$ cat config.mk
export PLATFORM = sky130hd
export DESIGN_NAME = uart_rx_fifo
export DESIGN_NICKNAME = d
export VERILOG_FILES = /design/src/rtl/uart_rx_fifo.sv
export SDC_FILE = /design/constraint.sdc
export NUM_CORES = 1
export LEC_CHECK = 0
export BUFFER_PORTS_ARGS = -buffer_cell sky130_fd_sc_hd__buf_2
export CAP_MARGIN = 20
export CORE_ASPECT_RATIO = 0.8
export CORE_MARGIN = 2
export CORE_UTILIZATION = 60
export DETAILED_ROUTE_END_ITERATION = 12
export PLACE_DENSITY = 0.79
export SLEW_MARGIN = 20
export SYNTH_ARGS = -nofsm -noshare
export SYNTH_HDL_FRONTEND = slang
export SYNTH_SLANG_ARGS = --single-unit
$ cat constraint.sdc
create_clock -name clk -period 3 [get_ports clk]
set_input_delay 0.15 -clock clk [delete_from_list [all_inputs] [get_ports clk]]
set_output_delay 0.15 -clock clk [all_outputs]
set_load 0.05 [all_outputs]
$ cat src/rtl/uart_rx_fifo.sv
// uart_rx_fifo: receive-side byte buffer between the UART core stream output and the
// register block RX data port. First-word fall-through, never backpressures, sticky
// overflow, fill-level threshold interrupt.
// Optional idle-timeout interrupt is built only when UART_RX_FIFO_TIMEOUT_EN is defined;
// otherwise irq_timeout is tied low and timeout_cycles is ignored.

module uart_rx_fifo #(
    parameter int unsigned DATA_WIDTH = 8,
    parameter int unsigned DEPTH      = 16,
    parameter int unsigned TIMEOUT_W  = 16,
    localparam int unsigned AW        = $clog2(DEPTH),
    localparam int unsigned LW        = AW + 1
) (
    input  logic                  clk,
    input  logic                  rst_n,
    input  logic [DATA_WIDTH-1:0] s_axis_tdata,
    input  logic                  s_axis_tvalid,
    output logic                  s_axis_tready,
    output logic [DATA_WIDTH-1:0] rd_data,
    output logic                  rd_valid,
    input  logic                  rd_ack,
    input  logic                  flush,
    input  logic [LW-1:0]         threshold,
    input  logic [TIMEOUT_W-1:0]  timeout_cycles,
    input  logic                  ovf_clr,
    output logic [LW-1:0]         level,
    output logic                  full,
    output logic                  overflow,
    output logic                  irq_thresh,
    output logic                  irq_timeout
);

    logic [DATA_WIDTH-1:0] mem [DEPTH];
    logic [AW-1:0]         wr_ptr_q;
    logic [AW-1:0]         rd_ptr_q;

    logic                  push_c;
    logic                  pop_c;
    logic                  do_push_c;
    logic                  do_pop_c;
    logic                  ovf_set_c;
    logic [AW-1:0]         wr_ptr_nxt_c;
    logic [AW-1:0]         rd_ptr_nxt_c;
    logic [LW-1:0]         level_nxt_c;
    logic [DATA_WIDTH-1:0] rd_data_nxt_c;

    // Handshake decode: a full FIFO still accepts a byte when the head is popped the same cycle.
    always_comb begin
        push_c    = s_axis_tvalid & s_axis_tready;
        pop_c     = rd_ack & rd_valid;
        do_pop_c  = pop_c & ~flush;
        do_push_c = push_c & ~flush & (~full | pop_c);
        ovf_set_c = push_c & ~flush & full & ~pop_c;
    end

    // Next pointers, level and fall-through head value (bypass when the new head is being written).
    always_comb begin
        wr_ptr_nxt_c  = wr_ptr_q;
        rd_ptr_nxt_c  = rd_ptr_q;
        level_nxt_c   = level;
        rd_data_nxt_c = rd_data;
        if (flush) begin
            wr_ptr_nxt_c = '0;
            rd_ptr_nxt_c = '0;
            level_nxt_c  = '0;
        end else begin
            if (do_push_c) wr_ptr_nxt_c = wr_ptr_q + AW'(1);
            if (do_pop_c)  rd_ptr_nxt_c = rd_ptr_q + AW'(1);
            if (do_push_c && !do_pop_c)      level_nxt_c = level + LW'(1);
            else if (!do_push_c && do_pop_c) level_nxt_c = level - LW'(1);
        end
        if (level_nxt_c != '0) begin
            if (do_push_c && (wr_ptr_q == rd_ptr_nxt_c)) rd_data_nxt_c = s_axis_tdata;
            else                                         rd_data_nxt_c = mem[rd_ptr_nxt_c];
        end
    end

    // Storage array, intentionally not reset.
    always_ff @(posedge clk) begin
        if (do_push_c) mem[wr_ptr_q] <= s_axis_tdata;
    end

    // Registered state and status outputs.
    always_ff @(posedge clk or negedge rst_n) begin
        if (!rst_n) begin
            wr_ptr_q      <= '0;
            rd_ptr_q      <= '0;
            level         <= '0;
            rd_valid      <= 1'b0;
            rd_data       <= '0;
            full          <= 1'b0;
            overflow      <= 1'b0;
            irq_thresh    <= 1'b0;
            s_axis_tready <= 1'b0;
        end else begin
            wr_ptr_q      <= wr_ptr_nxt_c;
            rd_ptr_q      <= rd_ptr_nxt_c;
            level         <= level_nxt_c;
            rd_valid      <= (level_nxt_c != '0);
            rd_data       <= rd_data_nxt_c;
            full          <= (level_nxt_c == LW'(DEPTH));
            irq_thresh    <= (threshold != '0) && (level_nxt_c >= threshold);
            s_axis_tready <= 1'b1;
            if (ovf_set_c)    overflow <= 1'b1;
            else if (ovf_clr) overflow <= 1'b0;
        end
    end

`ifdef UART_RX_FIFO_TIMEOUT_EN
    logic [TIMEOUT_W-1:0] idle_cnt_q;
    logic                 activity_c;

    always_comb activity_c = push_c | pop_c | flush;

    // Idle counter: runs only while data sits unread; saturates at all-ones.
    always_ff @(posedge clk or negedge rst_n) begin
        if (!rst_n) begin
            idle_cnt_q <= '0;
        end else if (activity_c || (level == '0)) begin
            idle_cnt_q <= '0;
        end else if (idle_cnt_q != '1) begin
            idle_cnt_q <= idle_cnt_q + TIMEOUT_W'(1);
        end
    end

    // Timeout interrupt: set on reaching the programmed count, held until the next activity.
    always_ff @(posedge clk or negedge rst_n) begin
        if (!rst_n) begin
            irq_timeout <= 1'b0;
        end else if (activity_c) begin
            irq_timeout <= 1'b0;
        end else if ((timeout_cycles != '0) && (idle_cnt_q == timeout_cycles)) begin
            irq_timeout <= 1'b1;
        end
    end
`else
    logic unused_timeout;

    assign unused_timeout = ^timeout_cycles;
    assign irq_timeout    = 1'b0;
`endif

endmodule

### Word level (Yosys, flattened, before mapping)

Memory sizes are Yosys's and may differ from the RTL's. A register that Yosys moved wholly into a read port is not among the register bits.
Index checks and enable logic that the tools add are counted.

| word-level totals | value |
|---|---|
| bits in registers | 18 |
| memory bits (writable) | 128 |
| bits of input ports | 35 |
| output and inout port bits | 19 |
| memories | 1 |

| cells by class | value |
|---|---|
| $add $sub $neg | 4 |
| magnitude comparators | 1 |
| equality and inequality tests | 1 |
| multiplexer cells | 11 |
| bitwise gates (word level) | 11 |
| reductions and logical operators | 10 |

Memory list:

| memory | words | bits a word | read ports | clocked after Yosys merged registers in | wr ports | line | RTL |
|---|---|---|---|---|---|---|---|
| mem | 16 | 8 | 1 | 1 | 1 | 33 | `logic [DATA_WIDTH-1:0] mem [DEPTH];` |

Operators by type and width:

| operator | count |
|---|---|
| $mux W4 | 4 |
| $mux W5 | 3 |
| $reduce_bool A5 Y1 | 2 |
| $add A4 B1 Y4 const B | 2 |
| $and A1 B1 Y1 | 7 |
| $add A5 B1 Y5 const B | 1 |
| $eq A5 B5 Y1 const B | 1 |
| $ge A5 B5 Y1 | 1 |
| $sub A5 B1 Y5 const B | 1 |
| $mux W1 | 4 |
| $reduce_bool A2 Y1 | 2 |
| $logic_and A1 B1 Y1 | 3 |
| $logic_not A1 Y1 | 3 |
| $not A1 Y1 | 3 |
| $or A1 B1 Y1 | 1 |

### Depth between registers and ports, before layout

| depth | value |
|---|---|
| depth in word-level cells | 10 |
| gate-level depth with buffers | 13 |

### Least setup slack after synthesis

Ideal clock, no wire load.

| path | value |
|---|---|
| path kind | reg2reg |
| start | reg rd_valid |
| end | reg irq_thresh |
| arrival time | 2.678 ns |
| data required time | 2.872 ns |
| setup slack | 0.194 ns |
| stages on the path, launching flop included | 12 |
| buffers on the path | 2 |
| cells stage by stage | dfrtp_1 -> buf_2 -> a21oi_1 -> and2_1 -> a22oi_1 -> mux2_2 -> clkbuf_1 -> ha_1 -> a21o_1 -> a21o_1 -> a21oi_1 -> a21oi_1 |

| between the ends | value |
|---|---|
| longest elaborated chain between the ends | 10 |

Ends and longest elaborated chain:

| item | line | RTL |
|---|---|---|
| start: declaration | 20 | `output logic rd_valid,` |
| start signal: assignment | 99 | `rd_valid <= (level_nxt_c != '0);` |
| $and A1 B1 Y1 * | 50 | `pop_c = rd_ack & rd_valid;` |
| $or A1 B1 Y1 | 52 | `do_push_c = push_c & ~flush & (~full \| pop_c);` |
| $and A1 B1 Y1 | 52 |  |
| $logic_not A1 Y1 | 70 | `else if (!do_push_c && do_pop_c) level_nxt_c = level - LW'(1);` |
| $logic_and A1 B1 Y1 | 70 |  |
| $mux W5 | 70 |  |
| $mux W5 * | 69 | `if (do_push_c && !do_pop_c) level_nxt_c = level + LW'(1);` |
| $mux W5 * | 62 | `if (flush) begin` |
| named net level_nxt_c[2] | 44 | `logic [LW-1:0] level_nxt_c;` |
| $ge A5 B5 Y1 * | 102 | `irq_thresh <= (threshold != '0) && (level_nxt_c >= threshold);` |
| $logic_and A1 B1 Y1 * | 102 |  |
| end signal: assignment | 102 |  |
| end: declaration | 29 | `output logic irq_thresh,` |

Mark *: on every way through the listed nets, which the timed path passes. The rest lies on a longest branch.
A chain may end at the register's enable or synchronous reset.

### Worst setup path in the final report

| path | value |
|---|---|
| start | reg rd_valid |
| end | reg rd_data[2], read port of mem |

| between the ends | value |
|---|---|
| longest elaborated chain between the ends | 9 |

Ends and longest elaborated chain:

| item | line | RTL |
|---|---|---|
| $and A1 B1 Y1 * | 50 |  |
| $or A1 B1 Y1 | 52 |  |
| $and A1 B1 Y1 | 52 |  |
| $logic_not A1 Y1 | 70 |  |
| $logic_and A1 B1 Y1 | 70 |  |
| $mux W5 | 70 |  |
| $mux W5 | 69 |  |
| $mux W5 | 62 |  |
| $reduce_bool A5 Y1 | 72 | `if (level_nxt_c != '0) begin` |
| end: declaration | 19 | `output logic [DATA_WIDTH-1:0] rd_data,` |

Every way passes the cells marked *; elsewhere a longest branch is shown, timed or not.

==> qor.yml <==
rsz0062_at_grt: "false"
met2_usage_pct: 38.8
synth_seq_cells: 154
fin_util_pct: 71.0
overflow: 0
io_pins: 54
drtIter0Drc: 435
cap_violations: 0
synth_edf_count: 128
grt_pass1_vias: 4321
synth_top_area_share_pct: 56.0
max_freq_ghz: 0.363
yosys_warnings: 0
crit_path_max_fanout: 35
synth.avg_cell_area_um2: 14.7
cts_tree: "yes"
dp_hpwl_um: 9500
dieHeight_um: 99.7
n_antenna_cell: 0
synth_common_cells: "edfxtp_1 (128), dfrtp_1 (26), a21oi_1 (22), nand2_1 (22), inv_1 (21)"
core_mm2: 0.0110
antenna_found_initial: 1
htreeDepth: 4
async_flop_share_pct: 16.9
num_vias: 4324
cp-start-kind: "flip-flop"
synthFlopType: "edfxtp_1"
grt_max_degree: 36
ir_drop_v: 0.000667
dp_slack_ps: 181
grtUsageMet3_pct: 7.97
wire_per_inst_um: 22.0
status: "finished clean"
synth_nets: 514
power_density_mw_per_mm2: 714
seq_area_frac_synth_pct: 65.4
rows: 34
tightest_slew_ps: 749
finalSetupTns_ps: 0
drive_gt1_share_pct: 23.2
cts_buffers: 17
grt_util_all_layers_pct: 26.1
syn_to_final_growth_pct: 14.0
synth_most_common_cell: "edfxtp_1"
finalClockSkew_ps: 9.64
ant_nets: 0
gp_congestion: 0.884
clockBufferDepth: 2
clkLatencyLatePin_ps: 420
synth_cell_types: 59
hold_violations: 0
synth_area_mm2: 0.00687
hold_path_class: "input pin to flip-flop"
finalWirelength_um: 14800
use_met1_pct: 36.8
worst_slack_ps: 249
first_pass_iters: 5
nets: 566
clk_pin_slew_worst_paths_ps: 60
synthCells: 467
top_usage_layer: "met2"
synth.area.top_cells: "edfxtp_1 (56%), dfrtp_1 (9.5%), mux4_2 (5.2%)"
cts_sinks: 154
slew-limit-headroom_pct: 49.9
cts_root_buffer: "clkbuf_16"
vias_per_cell: 6.41
dieArea_mm2: 0.0123
crit_type: "flip-flop to flip-flop"
synth_area_leader_cell: "edfxtp_1"
seqCellArea_mm2: 0.00449
portBuffers: 36
multi_input_area_mm2: 0.00215
crit_required_ps: 3290
setup_viol: 0
dieWidth_um: 124
period_share_pct: 91.7
maxSlewViolCount: 0
fillers: 690
leakage_uw: 0.00275
arrival_ps: 3040
initial_core_util_pct: 62.3
grt_pass1_wl_um: 23200
cp-end-kind: "flip-flop"
min_period_ps: 2750
drc: 0
power breakdown:
part	switching, uW	internal, uW
Sequential	67.0	2410
Clock	897	1090
Combinational	771	359
Total	1730	3850
layout by cell type, fill, tap and decap left out, drive strengths merged, types with 2 or more instances in the layout:
cell,instances
a211oi,20
inv,32
nand3,4
nor2,19
clkinvlp,3
and4b,2
nor2b,4
mux4,16
xor2,3
clkbuf,17
ha,12
conb,2
o21ai,10
a21bo,2
a21o,4
and2,4
mux2i,12
buf,56
o22ai,2
xnor2,4
dfrtp,26
nand4,12
nor4,3
nand2b,2
a31oi,8
o311ai,8
and3,10
clkinv,3
a41oi,8
a21boi,2
and4bb,2
nor3,5
o221ai,7
a2111oi,8
a21oi,23
dlygate4sd3,3
mux2,10
and3b,2
nand2,22
edfxtp,128
cell type report:
class	count	area share, %
Inverter	24	1.21
Tap cell	144	2.30
Sequential cell	154	57.4
Clock inverter	14	1.61
Clock buffer	17	5.43
Timing Repair Buffer	59	4.60
Multi-Input combinational cell	263	27.4
repair_timing:
item                                    in CTS  in global routing
hold endpoints to repair                    28                  0
endpoints found under the setup margin       0                  8
setup buffers                                0                  1
hold buffers                                 3                  0
gates resized for setup                      0                  3
final timing paths:
| path | startpoint | endpoint | slack, ps | cells past startpoint |
|---|---|---|---|---|
| worst max-delay path | rd_valid | rd_data[2] | 250 | 7 |
| worst min register to register | overflow | overflow | 530 | 2 |
| worst max register to register | rd_valid | rd_data[2] | 250 | 7 |
| worst min-delay path | threshold[3] | irq_thresh | 30 | 3 |
| max in group asynchronous | rst_n | wr_ptr_q[2] | 2330 | 2 |
| min in group asynchronous | rst_n | level[4] | 270 | 2 |
critical path: stages, from the launching register on:
cell and delay [ps]:
dfrtp_1 440, nand2_1 400, a21oi_4 190, inv_6 340, mux4_2 590, mux2_2 280
o21ai_0 220, a31oi_1 110
registers in the layout, indices dropped and copies added (netlist names):
| name | count |
|---|---|
| overflow | 1 |
| full | 1 |
| rd_valid | 1 |
| rd_ptr_q | 4 |
| s_axis_tready | 1 |
| rd_data | 8 |
| level | 5 |
| wr_ptr_q | 4 |
| irq_thresh | 1 |
| mem | 128 |
routing by layer:
metal | wire length (um) | up-vias
met4 | 311 | 0
met2 | 6880 | 207
met5 | 0 | -
met1 | 6360 | 2117
li1 | - | 1971
met3 | 1280 | 29
through the flow:
stage | hold WS [ps] | total power (uW) | std cells | cell area [um^2]
after floorplan | -146 | 3340 | 467 | 6870
after global placement | 168 | 3600 | 640 | 7230
after detailed placement | 180 | 3630 | 640 | 7230
after CTS | 20.7 | 5610 | 674 | 7820
after global routing | 20.5 | 5800 | 675 | 7830
final | 31.5 | 5590 | 675 | 7830
cell families after synthesis:
| family | share of synthesized area [%] |
|---|---|
| xor+xnor | 0.893 |
| compound gates | 11.4 |
| fa+ha+maj | 2.19 |
| other cells | 0.109 |
| flops | 65.4 |
| simple gates | 7.83 |
| buf+inv | 3.37 |
| mux | 8.82 |
(Power assumes the default switching activity.)
